<file path="src/rtl/wishbone_config_loader_pkg.sv">
// Shared constants for the Wishbone configuration loader: register map,
// STATUS bit positions, CTRL field positions and the loader FSM states.
package fpga250_cfg_pkg;

  localparam logic [7:0] REG_CTRL     = 8'h00;
  localparam logic [7:0] REG_STATUS   = 8'h04;
  localparam logic [7:0] REG_DATA     = 8'h08;
  localparam logic [7:0] REG_READBACK = 8'h0C;

  localparam int ST_BUSY      = 0;
  localparam int ST_DONE      = 1;
  localparam int ST_FULL      = 2;
  localparam int ST_EMPTY     = 3;
  localparam int ST_OVF       = 4;
  localparam int ST_ERR       = 5;
  localparam int ST_LEVEL_LSB = 8;

  localparam int CTRL_START   = 0;
  localparam int CTRL_ABORT   = 8;
  localparam int CTRL_SEL_LSB = 4;
  localparam int CTRL_CNT_LSB = 16;

  typedef enum logic [2:0] {
    S_IDLE,
    S_LOAD,
    S_SHIFT,
    S_STALL,
    S_LATCH
  } cfg_state_e;

endpackage

</file>
<file path="src/rtl/wishbone_config_loader_if.sv">
// Wishbone slave bus bundle for the configuration loader; the master modport
// is the management-core side, the slave modport is the loader side.
interface wishbone_config_loader_if;
  logic        wbs_stb_i;
  logic        wbs_cyc_i;
  logic        wbs_we_i;
  logic [3:0]  wbs_sel_i;
  logic [31:0] wbs_dat_i;
  logic [31:0] wbs_adr_i;
  logic        wbs_ack_o;
  logic [31:0] wbs_dat_o;

  modport master (
    output wbs_stb_i, wbs_cyc_i, wbs_we_i, wbs_sel_i, wbs_dat_i, wbs_adr_i,
    input  wbs_ack_o, wbs_dat_o
  );

  modport slave (
    input  wbs_stb_i, wbs_cyc_i, wbs_we_i, wbs_sel_i, wbs_dat_i, wbs_adr_i,
    output wbs_ack_o, wbs_dat_o
  );
endinterface

</file>
<file path="src/rtl/wishbone_config_loader_fifo.sv">
// Synchronous word FIFO feeding the shift engine. A push into a full FIFO is
// accepted when a pop happens in the same cycle; flush empties it at once.
module cfg_word_fifo #(
  parameter  int DEPTH = 8,
  parameter  int WIDTH = 32,
  localparam int AW    = $clog2(DEPTH),
  localparam int LW    = AW + 1
) (
  input  logic             clk_i,
  input  logic             rst_ni,
  input  logic             flush_i,
  input  logic             push_i,
  input  logic [WIDTH-1:0] wdata_i,
  input  logic             pop_i,
  output logic [WIDTH-1:0] rdata_o,
  output logic             full_o,
  output logic             empty_o,
  output logic [LW-1:0]    level_o
);

  logic [WIDTH-1:0] mem_q [DEPTH];
  logic [AW-1:0]    wr_ptr_q, rd_ptr_q;
  logic [LW-1:0]    level_q;
  logic             do_push, do_pop;

  assign empty_o = (level_q == '0);
  assign full_o  = (level_q == LW'(DEPTH));
  assign level_o = level_q;
  assign rdata_o = mem_q[rd_ptr_q];

  assign do_pop  = pop_i & ~empty_o;
  assign do_push = push_i & (~full_o | do_pop);

  always_ff @(posedge clk_i) begin
    if (!rst_ni || flush_i) begin
      wr_ptr_q <= '0;
      rd_ptr_q <= '0;
      level_q  <= '0;
    end else begin
      if (do_push) wr_ptr_q <= wr_ptr_q + AW'(1);
      if (do_pop)  rd_ptr_q <= rd_ptr_q + AW'(1);
      if (do_push && !do_pop)      level_q <= level_q + LW'(1);
      else if (do_pop && !do_push) level_q <= level_q - LW'(1);
    end
  end

  always_ff @(posedge clk_i) begin
    if (do_push) mem_q[wr_ptr_q] <= wdata_i;
  end

endmodule

</file>
<file path="src/rtl/wishbone_config_loader.sv">
// Wishbone slave that streams FIFO-buffered config words LSB-first into one of
// NUM_CHAINS serial shift chains. Define CFG_READBACK_EN to add the tail-capture register.
module wishbone_config_loader
  import fpga250_cfg_pkg::*;
#(
  parameter int          NUM_CHAINS = 2,
  parameter logic [31:0] BASE_ADDR  = 32'h3000_0000,
  parameter int          FIFO_DEPTH = 8
) (
  input  logic                  wb_clk_i,
  input  logic                  wb_rst_ni,
  wishbone_config_loader_if.slave wb,
`ifdef CFG_READBACK_EN
  input  logic [NUM_CHAINS-1:0] cfg_tail_i,
`endif
  output logic [NUM_CHAINS-1:0] cfg_data_o,
  output logic [NUM_CHAINS-1:0] cfg_shift_o,
  output logic [NUM_CHAINS-1:0] cfg_set_o,
  output logic                  busy_o,
  output logic                  done_o
);

  localparam int LW = $clog2(FIFO_DEPTH) + 1;

  cfg_state_e   state_q, state_d;
  logic [3:0]   sel_q, sel_d;
  logic [15:0]  remaining_q, remaining_d;
  logic [5:0]   word_left_q, word_left_d;
  logic [31:0]  sreg_q, sreg_d;
  logic [3:0]   ctrl_sel_q;
  logic [15:0]  ctrl_cnt_q;
  logic         done_q, ovf_q, err_q;
  logic         ack_q;
  logic [31:0]  dat_o_q;

  logic         req, wr_ctrl, wr_status, wr_data, rd_req;
  logic         start_req, abort_req, start_ok, start_bad;
  logic [3:0]   new_sel;
  logic [15:0]  new_cnt;
  logic         fifo_pop, fifo_full, fifo_empty;
  logic [31:0]  fifo_rdata;
  logic [LW-1:0] fifo_level;
  logic         shift_en, set_en;
  logic [31:0]  status_w, rdata_w;
  logic         unused_sel;

  assign unused_sel = &{1'b0, wb.wbs_sel_i};

  // A request is gated by ack_q so a held strobe is acked only once.
  assign req = wb.wbs_stb_i & wb.wbs_cyc_i & ~ack_q
             & (wb.wbs_adr_i[31:8] == BASE_ADDR[31:8]);
  assign wr_ctrl   = req & wb.wbs_we_i & (wb.wbs_adr_i[7:0] == REG_CTRL);
  assign wr_status = req & wb.wbs_we_i & (wb.wbs_adr_i[7:0] == REG_STATUS);
  assign wr_data   = req & wb.wbs_we_i & (wb.wbs_adr_i[7:0] == REG_DATA);
  assign rd_req    = req & ~wb.wbs_we_i;

  assign new_sel   = wb.wbs_dat_i[CTRL_SEL_LSB +: 4];
  assign new_cnt   = wb.wbs_dat_i[CTRL_CNT_LSB +: 16];
  assign abort_req = wr_ctrl & wb.wbs_dat_i[CTRL_ABORT];
  assign start_req = wr_ctrl & wb.wbs_dat_i[CTRL_START] & ~abort_req & (state_q == S_IDLE);
  assign start_ok  = start_req & (new_cnt != 16'd0) & ({1'b0, new_sel} < 5'(NUM_CHAINS));
  assign start_bad = start_req & ~start_ok;

  cfg_word_fifo #(.DEPTH(FIFO_DEPTH), .WIDTH(32)) u_fifo (
    .clk_i   (wb_clk_i),
    .rst_ni  (wb_rst_ni),
    .flush_i (abort_req),
    .push_i  (wr_data),
    .wdata_i (wb.wbs_dat_i),
    .pop_i   (fifo_pop),
    .rdata_o (fifo_rdata),
    .full_o  (fifo_full),
    .empty_o (fifo_empty),
    .level_o (fifo_level)
  );

  always_ff @(posedge wb_clk_i) begin
    if (!wb_rst_ni) state_q <= S_IDLE;
    else            state_q <= state_d;
  end

  // The last bit of a word refills the shift register directly, avoiding a LOAD bubble.
  always_comb begin
    state_d  = state_q;
    fifo_pop = 1'b0;
    if (abort_req) begin
      state_d = S_IDLE;
    end else begin
      unique case (state_q)
        S_IDLE:  if (start_ok) state_d = S_LOAD;
        S_LOAD: begin
          if (!fifo_empty) begin
            fifo_pop = 1'b1;
            state_d  = S_SHIFT;
          end else begin
            state_d = S_STALL;
          end
        end
        S_SHIFT: begin
          if (remaining_q == 16'd1) begin
            state_d = S_LATCH;
          end else if (word_left_q == 6'd1) begin
            if (!fifo_empty) fifo_pop = 1'b1;
            else             state_d  = S_LOAD;
          end
        end
        S_STALL: if (!fifo_empty) state_d = S_LOAD;
        S_LATCH: state_d = S_IDLE;
        default: state_d = S_IDLE;
      endcase
    end
  end

  always_comb begin
    shift_en = (state_q == S_SHIFT);
    set_en   = (state_q == S_LATCH);
    busy_o   = (state_q != S_IDLE);
  end

  for (genvar gi = 0; gi < NUM_CHAINS; gi++) begin : g_chain
    logic hit;
    assign hit             = (sel_q == 4'(gi));
    assign cfg_shift_o[gi] = shift_en & hit;
    assign cfg_data_o[gi]  = shift_en & hit & sreg_q[0];
    assign cfg_set_o[gi]   = set_en & hit;
  end

  always_comb begin
    sel_d       = sel_q;
    remaining_d = remaining_q;
    word_left_d = word_left_q;
    sreg_d      = sreg_q;
    if (start_ok) begin
      sel_d       = new_sel;
      remaining_d = new_cnt;
    end
    if (shift_en) begin
      sreg_d      = {1'b0, sreg_q[31:1]};
      remaining_d = remaining_q - 16'd1;
      word_left_d = word_left_q - 6'd1;
    end
    if (fifo_pop) begin
      sreg_d      = fifo_rdata;
      word_left_d = 6'd32;
    end
  end

  always_ff @(posedge wb_clk_i) begin
    if (!wb_rst_ni) begin
      sel_q       <= '0;
      remaining_q <= '0;
      word_left_q <= '0;
      sreg_q      <= '0;
    end else begin
      sel_q       <= sel_d;
      remaining_q <= remaining_d;
      word_left_q <= word_left_d;
      sreg_q      <= sreg_d;
    end
  end

`ifdef CFG_READBACK_EN
  logic [31:0] rb_q;
  logic        tail_bit;

  always_comb begin
    tail_bit = 1'b0;
    for (int i = 0; i < NUM_CHAINS; i++) begin
      if (sel_q == 4'(i)) tail_bit = cfg_tail_i[i];
    end
  end

  always_ff @(posedge wb_clk_i) begin
    if (!wb_rst_ni)    rb_q <= '0;
    else if (start_ok) rb_q <= '0;
    else if (shift_en) rb_q <= {tail_bit, rb_q[31:1]};
  end
`endif

  always_comb begin
    status_w                      = '0;
    status_w[ST_BUSY]             = busy_o;
    status_w[ST_DONE]             = done_q;
    status_w[ST_FULL]             = fifo_full;
    status_w[ST_EMPTY]            = fifo_empty;
    status_w[ST_OVF]              = ovf_q;
    status_w[ST_ERR]              = err_q;
    status_w[ST_LEVEL_LSB +: 8]   = 8'(fifo_level);
  end

  always_comb begin
    rdata_w = '0;
    unique case (wb.wbs_adr_i[7:0])
      REG_CTRL:     rdata_w = {ctrl_cnt_q, 8'h00, ctrl_sel_q, 4'h0};
      REG_STATUS:   rdata_w = status_w;
`ifdef CFG_READBACK_EN
      REG_READBACK: rdata_w = rb_q;
`endif
      default:      rdata_w = '0;
    endcase
  end

  // Sticky bits: the set condition is applied after the W1C so a set wins.
  always_ff @(posedge wb_clk_i) begin
    if (!wb_rst_ni) begin
      ack_q      <= 1'b0;
      dat_o_q    <= '0;
      ctrl_sel_q <= '0;
      ctrl_cnt_q <= '0;
      done_q     <= 1'b0;
      ovf_q      <= 1'b0;
      err_q      <= 1'b0;
    end else begin
      ack_q   <= req;
      dat_o_q <= rd_req ? rdata_w : 32'h0;
      if (wr_ctrl) begin
        ctrl_sel_q <= new_sel;
        ctrl_cnt_q <= new_cnt;
      end
      if (wr_status && wb.wbs_dat_i[ST_DONE]) done_q <= 1'b0;
      if (wr_status && wb.wbs_dat_i[ST_OVF])  ovf_q  <= 1'b0;
      if (wr_status && wb.wbs_dat_i[ST_ERR])  err_q  <= 1'b0;
      if (set_en)                              done_q <= 1'b1;
      if (wr_data && fifo_full && !fifo_pop)   ovf_q  <= 1'b1;
      if (start_bad)                           err_q  <= 1'b1;
    end
  end

  assign wb.wbs_ack_o = ack_q;
  assign wb.wbs_dat_o = dat_o_q;
  assign done_o       = done_q;

endmodule

</file>
<file path="src/flat_wrapper.sv">
// flat-port wrapper written by rule: the top's interface ports become plain ports
module wishbone_config_loader_flat import fpga250_cfg_pkg::*;
#(
  parameter int          NUM_CHAINS = 2,
  parameter logic [31:0] BASE_ADDR  = 32'h3000_0000,
  parameter int          FIFO_DEPTH = 8
)
  (wb_clk_i, wb_rst_ni, cfg_data_o, cfg_shift_o, cfg_set_o, busy_o, done_o, wb_wbs_stb_i, wb_wbs_cyc_i, wb_wbs_we_i, wb_wbs_sel_i, wb_wbs_dat_i, wb_wbs_adr_i, wb_wbs_ack_o, wb_wbs_dat_o);
  wishbone_config_loader_if wb_i ();
  input  logic wb_clk_i;
  input  logic wb_rst_ni;
  output logic [NUM_CHAINS-1:0] cfg_data_o;
  output logic [NUM_CHAINS-1:0] cfg_shift_o;
  output logic [NUM_CHAINS-1:0] cfg_set_o;
  output logic busy_o;
  output logic done_o;
  input wire logic [$bits(wb_i.wbs_stb_i)-1:0] wb_wbs_stb_i;
  input wire logic [$bits(wb_i.wbs_cyc_i)-1:0] wb_wbs_cyc_i;
  input wire logic [$bits(wb_i.wbs_we_i)-1:0] wb_wbs_we_i;
  input wire logic [$bits(wb_i.wbs_sel_i)-1:0] wb_wbs_sel_i;
  input wire logic [$bits(wb_i.wbs_dat_i)-1:0] wb_wbs_dat_i;
  input wire logic [$bits(wb_i.wbs_adr_i)-1:0] wb_wbs_adr_i;
  output wire logic [$bits(wb_i.wbs_ack_o)-1:0] wb_wbs_ack_o;
  output wire logic [$bits(wb_i.wbs_dat_o)-1:0] wb_wbs_dat_o;
  assign wb_i.wbs_stb_i = wb_wbs_stb_i;
  assign wb_i.wbs_cyc_i = wb_wbs_cyc_i;
  assign wb_i.wbs_we_i = wb_wbs_we_i;
  assign wb_i.wbs_sel_i = wb_wbs_sel_i;
  assign wb_i.wbs_dat_i = wb_wbs_dat_i;
  assign wb_i.wbs_adr_i = wb_wbs_adr_i;
  assign wb_wbs_ack_o = wb_i.wbs_ack_o;
  assign wb_wbs_dat_o = wb_i.wbs_dat_o;
  wishbone_config_loader #(.NUM_CHAINS(NUM_CHAINS), .BASE_ADDR(BASE_ADDR), .FIFO_DEPTH(FIFO_DEPTH)) u_core (.wb_clk_i(wb_clk_i), .wb_rst_ni(wb_rst_ni), .wb(wb_i), .cfg_data_o(cfg_data_o), .cfg_shift_o(cfg_shift_o), .cfg_set_o(cfg_set_o), .busy_o(busy_o), .done_o(done_o));
endmodule
</file>
<file path="config.mk">
export PLATFORM = sky130hd
export DESIGN_NAME = wishbone_config_loader_flat
export DESIGN_NICKNAME = d
export VERILOG_FILES = /design/src/rtl/wishbone_config_loader_pkg.sv /design/src/rtl/wishbone_config_loader_if.sv /design/src/rtl/wishbone_config_loader_fifo.sv /design/src/rtl/wishbone_config_loader.sv /design/src/flat_wrapper.sv
export SDC_FILE = /design/constraint.sdc
export NUM_CORES = 1
export LEC_CHECK = 0
export ABC_AREA = 1
export BUFFER_PORTS_ARGS = -buffer_cell sky130_fd_sc_hd__buf_2
export CAP_MARGIN = 20
export CORE_MARGIN = 2
export CORE_UTILIZATION = 40
export DETAILED_ROUTE_END_ITERATION = 10
export PLACE_DENSITY = 0.62
export SLEW_MARGIN = 20
export SYNTH_ARGS = -nofsm -noshare
export SYNTH_HDL_FRONTEND = slang
export SYNTH_SLANG_ARGS = --single-unit
export TNS_END_PERCENT = 100
</file>
<file path="constraint.sdc">
create_clock -name wb_clk_i -period 3.7 [get_ports wb_clk_i]
set_input_delay 0.37 -clock wb_clk_i [delete_from_list [all_inputs] [get_ports wb_clk_i]]
set_output_delay 0.37 -clock wb_clk_i [all_outputs]
set_load 0.03 [all_outputs]
</file>
==> out/results.txt, run 1 <==
Status: complete, no violations
Die ar.: 41000 um2
GPL Wtd Cong: 0.831
CTS tree: yes
FFs w/ async S/R, synth: 0%
Max-cap viol count: 0
Footprint of the multi-input gates: 4780 um2
Post-synth EDFFs: 256
Die H: 203 um
Clock latency on the worst-skew pair: 0.53 ns
Seq/Total Area, Yosys: 64.8%
Cts bufs inserted: 40
CP Cell Sequence: inv_1 > ha_1 > nand2_1 > nor2_1 > nand2_1 > nand3_1 > o21ai_2 > nand2_2 > a21boi_2 > ha_1 > inv_1 > ha_1 > a21oi_1 > nor2_1 > nor2_1 > nor2_1 > nor2_1 > xor2_1 > nor2_1
Worst path arrival time: 3.19 ns
Final setup violation count: 0
Port bufs: 105
Area Overhead vs Synth: 15.3%
Gate Count Post-Synth: 1530
Antenna violations before repair: 0
Cell mode on critical path: nor2_1
Slowest cell delay on critical path: 0.35 ns
Count of buffer and inverter cells on the critical path: 2
Clock Path Buffers: 3
Final setup TNS: 0 ns
Worst VDD drop: 0.339 mV
First-pass GRT wire length: 61.3 mm
Slew Limit Fails: 0
Root Driver: clkbuf_16
Crit path kind: reg -> reg
Fill cells: 3584
Dpl hpwl: 22.3 mm
H-tree levels: 2
Final ANT Viol Nets: 0
CP max-delay cell: dfxtp_1
Setup Skew: 0.0170 ns
All-Layer GR Usage: 18.9%
Largest net degree at the start of global routing: 91
Vias per Instance: 5.28
Average size of a mapped cell: 10.3 um2
Sink Count: 382
Fmax: 0.357 GHz
Total gr overflow: 0
Clock slew seen by the registers of the worst setup and hold paths: 0.06 ns
Critical path's top delay family: simple AND/OR/NAND/NOR gates
Io pins: 114
Synth Cell Area: 15800 um2
Drt total wl: 38.4 mm
Crit path max fanout: 5
Final worst-path cycle share: 75.7%
Starting DRT DRC Count: 824
Register Area: 10200 um2
Critical path launch point type: register
Post-synth cell types: 44
Nets: 1699
Final min period: 2.80 ns
WL/cell: 17.7 um
Vias: 11440
Residual DRC count: 0
Die width: 203 um
Crit. End Element: register
Slew @ Worst Pin: 0.970 ns
Post-CTS sizing: 0
Unrepaired setup endpoints after global routing: no
CP required: 4.09 ns
Core area: 38700 um2
Starting density of the core: 40.7%
Row count: 72
Final Hold Slack: 0.112 ns
Hold Crit Class: in -> reg
Number of global-route vias before repair: 11224
Total setup buffers inserted after CTS: 0
Hold-fix buffers, CTS: 0
Synth warn: 0
Max transition margin: 35.2%
Lkg Pwr: 0.00655 uW
Prevailing post-synth register cell: edfxtp_1
1st-pass router iterations: 8
PwrDens: 535 nW/um2
Hold Vio Cnt, Final: 0
#FFs+latches synth: 382
Share of cells above drive strength 1: 14.7%
==> kinds of logic (layout without fill, tap and decap cells) <==
| kind of cell | count (synthesis) | in the layout | share of synthesized area (%) |
|---|---|---|---|
| other | 1 | 5 | 0.0238 |
| adders and majority gates | 10 | 10 | 0.841 |
| AOI/OAI and AO/OA | 284 | 284 | 10.8 |
| xor gates and xnor gates | 14 | 14 | 0.778 |
| and+or+nand+nor | 629 | 629 | 17.3 |
| buffers and inverters | 210 | 324 | 5.40 |
| DFF | 382 | 382 | 64.8 |
==> power breakdown <==
part	switching, uW	total (uW)	leakage, uW	internal [uW]
clock network	1580	3940	0.000647	2360
registers	75.0	4700	0.00332	4620
logic	720	1090	0.00259	368
==> per-stage QoR <==
stage | cell area [um2] | setup WS, ns | power (uW) | instances | util, %
after global placement | 16900 | 0.736 | 5860 | 2092 | 43.5
after global routing | 18200 | 0.566 | 10100 | 2165 | 46.9
after CTS | 18200 | 0.881 | 9780 | 2165 | 46.9
final | 18200 | 0.899 | 9730 | 2166 | 46.9
after floorplan | 15800 | 0.499 | 5590 | 1533 | -
after detailed placement | 16900 | 0.694 | 5870 | 2092 | 43.5
==> routing by layer <==
metal / vias up / global-route usage, % / wire, um
met4: 0 / 5.16 / 718
li1: 5489 / - / -
met1: 5578 / 26.8 / 17900
met2: 311 / 30.5 / 17700
met3: 62 / 2.68 / 2060
met5: - / 0 / 0
==> final timing paths <==
check	from	cells past startpoint	slack, ns	to
worst min-delay path	wb_wbs_dat_i[11]	1	0.11	u_core.u_fifo.mem_q[2][11]
worst max-delay path	u_core.remaining_q[1]	19	0.90	u_core.u_fifo.level_o[3]
worst max register to register	u_core.remaining_q[1]	19	0.90	u_core.u_fifo.level_o[3]
worst min register to register	u_core.ctrl_cnt_q[11]	2	0.44	u_core.wb.wbs_dat_o[27]
==> sequential cells by signal (all words and copies together) (netlist names), named ones only <==
name                    cells
u_core.err_q                1
u_core.u_fifo.rd_ptr_q      3
u_core.u_fifo.level_o       4
u_core.ctrl_cnt_q          16
u_core.sel_q                4
u_core.word_left_q          6
u_core.u_fifo.mem_q       256
u_core.done_o               1
u_core.sreg_q              32
u_core.remaining_q         16
u_core.wb.wbs_dat_o        28
u_core.wb.wbs_ack_o         1
u_core.ctrl_sel_q           4
u_core.ovf_q                1
u_core.u_fifo.wr_ptr_q      3
u_core.state_q              3
==> layout by cell type (no fill, tap or decap), types with 6 or more instances in the layout <==
cell type / instances
nand3_1: 63
buf_4: 21
xnor2_1: 6
nor2_4: 10
clkinv_2: 6
nand4_1: 38
o21ai_0: 157
a211oi_1: 10
inv_2: 10
clkbuf_1: 12
buf_2: 105
nor2_2: 14
nor3_1: 40
clkbuf_8: 11
inv_1: 110
o221ai_1: 60
edfxtp_1: 256
dfxtp_1: 124
clkbuf_16: 40
a21oi_1: 46
ha_1: 9
xor2_1: 8
nand2_1: 138
nor2_1: 305
==> Yosys cell counts, types with 3 or more instances <==
master | number | area share, %
a21oi_1 | 46 | 1.5
a211oi_1 | 10 | 0.48
ha_1 | 9 | 0.71
nand2_1 | 138 | 3.3
nor2_1 | 313 | 7.5
inv_1 | 111 | 2.6
xor2_1 | 8 | 0.44
nand3_2 | 3 | 0.19
buf_1 | 4 | 0.095
edfxtp_1 | 256 | 49
nor2_2 | 14 | 0.56
buf_4 | 8 | 0.38
nor3b_1 | 5 | 0.24
dfxtp_1 | 126 | 16
nand3_1 | 63 | 2.0
xnor2_1 | 6 | 0.33
clkbuf_1 | 60 | 1.4
nand4_1 | 38 | 1.5
nand2_2 | 4 | 0.16
o221ai_1 | 60 | 3.3
inv_2 | 10 | 0.24
buf_2 | 15 | 0.48
o21ai_0 | 157 | 5.0
nor3_1 | 40 | 1.3
==> layout make-up <==
type	instances	area share (%)
diodes	1	0.0138
clock buffers	63	6.59
clock inverters	10	0.627
inverters	121	2.51
multi-input cells	941	26.3
flip-flops and latches	382	56.2
well taps	518	3.57
repair buffers	130	4.20
No activity file was read; power rests on OpenSTA's default activity.
==> inputs of run 2 (changes only) <==
==> constraint.sdc (replaced) <==
create_clock -name wb_clk_i -period 2.8 [get_ports wb_clk_i]
set_input_delay 0.28 -clock wb_clk_i [delete_from_list [all_inputs] [get_ports wb_clk_i]]
set_output_delay 0.28 -clock wb_clk_i [all_outputs]
set_load 0.03 [all_outputs]
==> out/results.txt, run 2 (synthesis results as in run 1) <==
H-tree levels: 2 (unchanged)
Crit. End Element: register (unchanged)
Clock slew seen by the registers of the worst setup and hold paths: 0.06 ns (about the same)
Worst path arrival time: 3.00 ns (was 3.19 ns)
Setup Skew: 0.0196 ns (was 0.0170 ns)
Nets: 1720 (was 1699)
Fin area: 18400 um2 (was 18200 um2)
Most common cell after layout, fill and taps aside: nor2_1 (unchanged)
Max-cap viol count: 0 (unchanged)
Fmax: 0.385 GHz (was 0.357 GHz)
CP required: 3.20 ns (was 4.09 ns)
Critical path launch point type: register (unchanged)
Post-place setup slack: 0.0299 ns (was 0.694 ns)
Hold Vio Cnt, Final: 0 (unchanged)
Worst VDD drop: 0.455 mV (was 0.339 mV)
Total power: 12700 uW (was 9730 uW)
Largest net degree at the start of global routing: 131 (was 91)
Register Area: 10200 um2 (about the same)
Share of cells above drive strength 1: 16.1% (was 14.7%)
PnR worst setup slack: 0.201 ns (was 0.899 ns)
Dpl hpwl: 22.2 mm (was 22.3 mm)
Clock latency on the worst-skew pair: 0.53 ns (about the same)
Vias: 11414 (was 11440)
Crit path max fanout: 4 (was 5)
Die H: 203 um (unchanged)
Final ANT Viol Nets: 0 (unchanged)
Lkg Pwr: 0.00666 uW (was 0.00655 uW)
Most frequent cells in the layout: 303 x nor2_1, 256 x edfxtp_1, 157 x o21ai_0 (was 305 x nor2_1, 256 x edfxtp_1, 157 x o21ai_0)
Ant. Diodes: 0 (was 1)
Antenna violations before repair: 0 (unchanged)
Drt total wl: 39.0 mm (was 38.4 mm)
All-Layer GR Usage: 18.9% (about the same)
Slew Limit Fails: 0 (unchanged)
Io pins: 114 (unchanged)
Number of global-route vias before repair: 11228 (was 11224)
Die width: 203 um (unchanged)
Fill cells: 3566 (was 3584)
Core area: 38700 um2 (unchanged)
PwrDens: 690 nW/um2 (was 535 nW/um2)
Total gr overflow: 0 (unchanged)
Final Hold Slack: 0.0243 ns (was 0.112 ns)
First-pass GRT wire length: 61.3 mm (about the same)
Residual DRC count: 0 (unchanged)
Post-DP Area: 17100 um2 (was 16900 um2)
Hold Crit Class: in -> reg (unchanged)
Row count: 72 (unchanged)
Slew @ Worst Pin: 0.759 ns (was 0.970 ns)
Clock Path Buffers: 3 (unchanged)
Status: complete, no violations (unchanged)
Root Driver: clkbuf_16 (unchanged)
Sink Count: 382 (unchanged)
Die ar.: 41000 um2 (unchanged)
Cts bufs inserted: 39 (was 40)
Area Overhead vs Synth: 16.7% (was 15.3%)
Vias per Instance: 5.22 (was 5.28)
CTS tree: yes (unchanged)
Max transition margin: 49.4% (was 35.2%)
Final min period: 2.60 ns (was 2.80 ns)
Largest register by flop count: u_core.u_fifo.mem_q (unchanged)
Largest register FFs: 256 (unchanged)
Starting DRT DRC Count: 775 (was 824)
Starting density of the core: 40.7% (unchanged)
Footprint of the multi-input gates: 4800 um2 (was 4780 um2)
Port bufs: 105 (unchanged)
WL/cell: 17.8 um (was 17.7 um)
Hold-fix buffers, CTS: 0 (unchanged)
Final worst-path cycle share: 92.8% (was 75.7%)
GPL Wtd Cong: 0.827 (was 0.831)
Final setup violation count: 0 (unchanged)
Crit path kind: reg -> reg (unchanged)
Final setup TNS: 0 ns (unchanged)
1st-pass router iterations: 5 (was 8)
-- run 2: repair_timing --
| action | in CTS | in global routing |
|---|---|---|
| setup endpoints to repair | 0 | 3 |
| buffers inserted | 0 | 7 |
| resized for setup | 0 | 11 |
-- run 2: final timing paths --
check	start	endpoint	slack, ns	cells past startpoint
max	u_core.remaining_q[1]	u_core.u_fifo.level_o[3]	0.20	19
min	wb_wbs_dat_i[3]	u_core.u_fifo.mem_q[7][3]	0.02	1
max reg2reg	u_core.remaining_q[1]	u_core.u_fifo.level_o[3]	0.20	19
min reg2reg	u_core.ctrl_cnt_q[6]	u_core.wb.wbs_dat_o[22]	0.44	2
-- run 2: power breakdown --
group	internal (uW)	switching [uW]	leakage, uW
combinational	511	969	0.00273
sequential	6110	93.0	0.00332
clock	2950	2060	0.000611
-- run 2: per-stage QoR --
stage,utilization [%],std cells
CTS,47.3,2178
global placement,44.1,2107
global route,47.5,2185
detailed placement,44.1,2107
floorplan,-,1533
finish,47.5,2185
-- run 2: per-layer routing --
metal	global-route usage, %	vias to the layer above	wire [um]
li1	-	5538	-
met1	26.0	5492	17900
met2	31.6	322	18300
met3	2.63	62	1980
met4	5.16	0	788
met5	0	-	0
-- run 2: layout make-up --
| class | count | area share (%) |
|---|---|---|
| multi-input cells | 941 | 26.1 |
| repair buffers | 152 | 5.66 |
| clock inverters | 15 | 0.660 |
| well taps | 518 | 3.52 |
| clock buffers | 56 | 6.05 |
| flip-flops and latches | 382 | 55.5 |
| inverters | 121 | 2.48 |
-- run 2: critical path, cell delays in order (launching register included) --
cell,delay [ns]
dfxtp_2,0.34
inv_1,0.07
ha_2,0.18
nand2_1,0.06
nor2_1,0.05
nand2_2,0.10
nand3_1,0.09
o21ai_2,0.08
nand2_2,0.10
a21boi_2,0.17
ha_2,0.21
inv_2,0.05
ha_1,0.29
a21oi_2,0.15
nor2_1,0.05
nor2_1,0.13
nor2_1,0.05
nor2_1,0.13
xor2_1,0.16
nor2_1,0.05
==> inputs of run 3 (changes only) <==
--- a/config.mk
+++ b/config.mk
@@ -11,7 +11,7 @@
 export CORE_MARGIN = 2
 export CORE_UTILIZATION = 40
 export DETAILED_ROUTE_END_ITERATION = 10
-export PLACE_DENSITY = 0.62
+export PLACE_DENSITY = 0.64
 export SLEW_MARGIN = 20
 export SYNTH_ARGS = -nofsm -noshare
 export SYNTH_HDL_FRONTEND = slang
==> constraint.sdc (replaced) <==
create_clock -name wb_clk_i -period 2.3 [get_ports wb_clk_i]
set_input_delay 0.23 -clock wb_clk_i [delete_from_list [all_inputs] [get_ports wb_clk_i]]
set_output_delay 0.23 -clock wb_clk_i [all_outputs]
set_load 0.03 [all_outputs]
==> out/results.txt, run 3 (synthesis results as in run 1) <==
Status: finished, violations left (was complete, no violations)
Violated checks: negative setup slack
Final worst-path cycle share: 105% (was 92.8%)
Max-cap viol count: 0 (unchanged)
Vias: 12090 (was 11414)
Vias per Instance: 5.29 (was 5.22)
Share of cells above drive strength 1: 23.9% (was 16.1%)
Worst VDD drop: 0.525 mV (was 0.455 mV)
Root Driver: clkbuf_16 (unchanged)
Number of global-route vias before repair: 11986 (was 11228)
PnR worst setup slack: -0.105 ns (was 0.201 ns)
Starting density of the core: 40.7% (unchanged)
Clock Path Buffers: 3 (unchanged)
Antenna violations before repair: 1 (was 0)
Crit path kind: reg -> reg (unchanged)
Fin util: 51.3% (was 47.5%)
1st-pass router iterations: 5 (unchanged)
Post-DP Area: 17800 um2 (was 17100 um2)
Largest net degree at the start of global routing: 131 (unchanged)
Setup Skew: 0.0174 ns (was 0.0196 ns)
Sink Count: 382 (unchanged)
Area Overhead vs Synth: 25.9% (was 16.7%)
Lkg Pwr: 0.00729 uW (was 0.00666 uW)
WL/cell: 18.5 um (was 17.8 um)
Unrepaired setup endpoints after global routing: yes
Starting DRT DRC Count: 1076 (was 775)
Hold Vio Cnt, Final: 0 (unchanged)
Crit. End Element: register (unchanged)
Hold Crit Class: in -> reg (unchanged)
Largest register by flop count: u_core.u_fifo.mem_q (unchanged)
Final setup violation count: 10 (was 0)
Most common cell after layout, fill and taps aside: nor2_1 (unchanged)
Largest register FFs: 256 (unchanged)
Worst path arrival time: 2.82 ns (was 3.00 ns)
Residual DRC count: 0 (unchanged)
Die ar.: 41000 um2 (unchanged)
Max transition margin: 43.5% (was 49.4%)
Core area: 38700 um2 (unchanged)
Total gr overflow: 0 (unchanged)
Final ANT Viol Nets: 0 (unchanged)
Worst R2R Path Depth: 19 (unchanged)
FF-to-FF End: u_core.u_fifo.level_o[3] (unchanged)
Drt total wl: 42.3 mm (was 39.0 mm)
Clock latency on the worst-skew pair: 0.53 ns (about the same)
Final setup TNS: -0.376 ns (was 0 ns)
Ant. Diodes: 0 (unchanged)
PwrDens: 826 nW/um2 (was 690 nW/um2)
Dpl hpwl: 24.9 mm (was 22.2 mm)
Most frequent cells in the layout: 287 x nor2_1, 256 x edfxtp_1, 145 x o21ai_0 (was 303 x nor2_1, 256 x edfxtp_1, 157 x o21ai_0)
Reg-to-Reg Start: u_core.wb.wbs_ack_o (was u_core.remaining_q[1])
First-pass GRT wire length: 64.9 mm (was 61.3 mm)
Min-delay src: wb_wbs_dat_i[22] (was wb_wbs_dat_i[3])
Row count: 72 (unchanged)
Cts bufs inserted: 39 (unchanged)
CTS tree: yes (unchanged)
Slew @ Worst Pin: 0.848 ns (was 0.759 ns)
Final min period: 2.41 ns (was 2.60 ns)
Port bufs: 105 (unchanged)
Fin area: 19900 um2 (was 18400 um2)
Slew Limit Fails: 0 (unchanged)
R2R Setup Slk: -0.11 ns (was 0.20 ns)
All-Layer GR Usage: 20.1% (was 18.9%)
Fmax: 0.416 GHz (was 0.385 GHz)
Hold Crit Depth: 1 (unchanged)
Critical path launch point type: register (unchanged)
Die width: 203 um (unchanged)
Crit path max fanout: 3 (was 4)
Nets: 1821 (was 1720)
GPL Wtd Cong: 0.858 (was 0.827)
Worst Hold Endpoint: u_core.u_fifo.mem_q[6][22] (was u_core.u_fifo.mem_q[7][3])
Clock slew seen by the registers of the worst setup and hold paths: 0.06 ns (about the same)
Io pins: 114 (unchanged)
Final Hold Slack: 0.00942 ns (was 0.0243 ns)
H-tree levels: 2 (unchanged)
Die H: 203 um (unchanged)
CP required: 2.72 ns (was 3.20 ns)
-- run 3: changes by cell type in the layout (fill, tap and decap cells not counted), sizes merged --
cell	change
clkinv	+6
dlygate4sd3	+12
nand2	+1
buf	+87
bufinv	+4
clkinvlp	+1
clkbuf	-9
-- run 3: repair_timing --
item                                    CTS  global route
gates cloned                              1             3
endpoints found under the setup margin   32           258
pin swaps                                11            28
hold buffers                             12             0
buffers inserted                         10             9
endpoints found under the hold margin    96             0
gates resized for setup                  13           103
-- run 3: worst max path at each step --
stage | from | end | slack (ns) | cells after the start
floorplan | u_core.wb.wbs_ack_o | u_core.u_fifo.level_o[3] | -0.15 | 19
global placement | wb_wbs_adr_i[16] | u_core.u_fifo.level_o[3] | -0.24 | 20
detailed placement | wb_wbs_adr_i[26] | u_core.u_fifo.level_o[3] | -0.32 | 20
CTS | u_core.wb.wbs_ack_o | u_core.u_fifo.level_o[3] | -0.20 | 18
global route | u_core.wb.wbs_ack_o | u_core.u_fifo.level_o[3] | -0.30 | 19
finish | u_core.wb.wbs_ack_o | u_core.u_fifo.level_o[3] | -0.11 | 19
-- run 3: layer usage --
layer,part of all wire (%),wire [um],vias to the layer above,GRT usage [%]
met5,0.026,11,-,0
met4,2.0,835,2,5.40
met3,6.4,2720,72,3.42
met2,48,20200,413,33.7
met1,44,18600,5864,27.1
li1,-,-,5739,-
-- run 3: power breakdown --
group | switching [uW] | internal (uW) | total, uW
sequential | 77.3 | 7440 | 7510
clock | 2620 | 3960 | 6580
combinational | 1400 | 914 | 2310
-- run 3: critical path: stages, from the launching register on --
cell      delay, ns
dfxtp_4        0.34
nor2_2         0.07
nand2_1        0.06
nor2_2         0.11
nand2_2        0.08
nor2_4         0.14
nand2_2        0.09
nor2_4         0.11
a21boi_4       0.22
ha_4           0.17
inv_4          0.05
ha_4           0.27
a21oi_4        0.05
nor2_4         0.07
nor2_2         0.04
nand2_1        0.05
nand2_1        0.06
nor2_2         0.11
xor2_1         0.14
nor2_1         0.05
-- run 3: metrics by stage --
stage / power, uW / worst slack, ns / instances
floorplan: 9000 / -0.150 / 1533
global placement: 9780 / -0.239 / 2182
detailed placement: 9820 / -0.322 / 2182
CTS: 16400 / -0.200 / 2275
global route: 17000 / -0.303 / 2287
finish: 16400 / -0.105 / 2287
-- run 3: cell type report --
cell class              instances  area [um2]
fillers                      3439       18900
repair buffers                252        2000
well taps                     518         648
multi-input cells             942        5170
clock buffers                  46        1050
inverters                     121         477
clock inverters                26         290
flip-flops and latches        382       10200
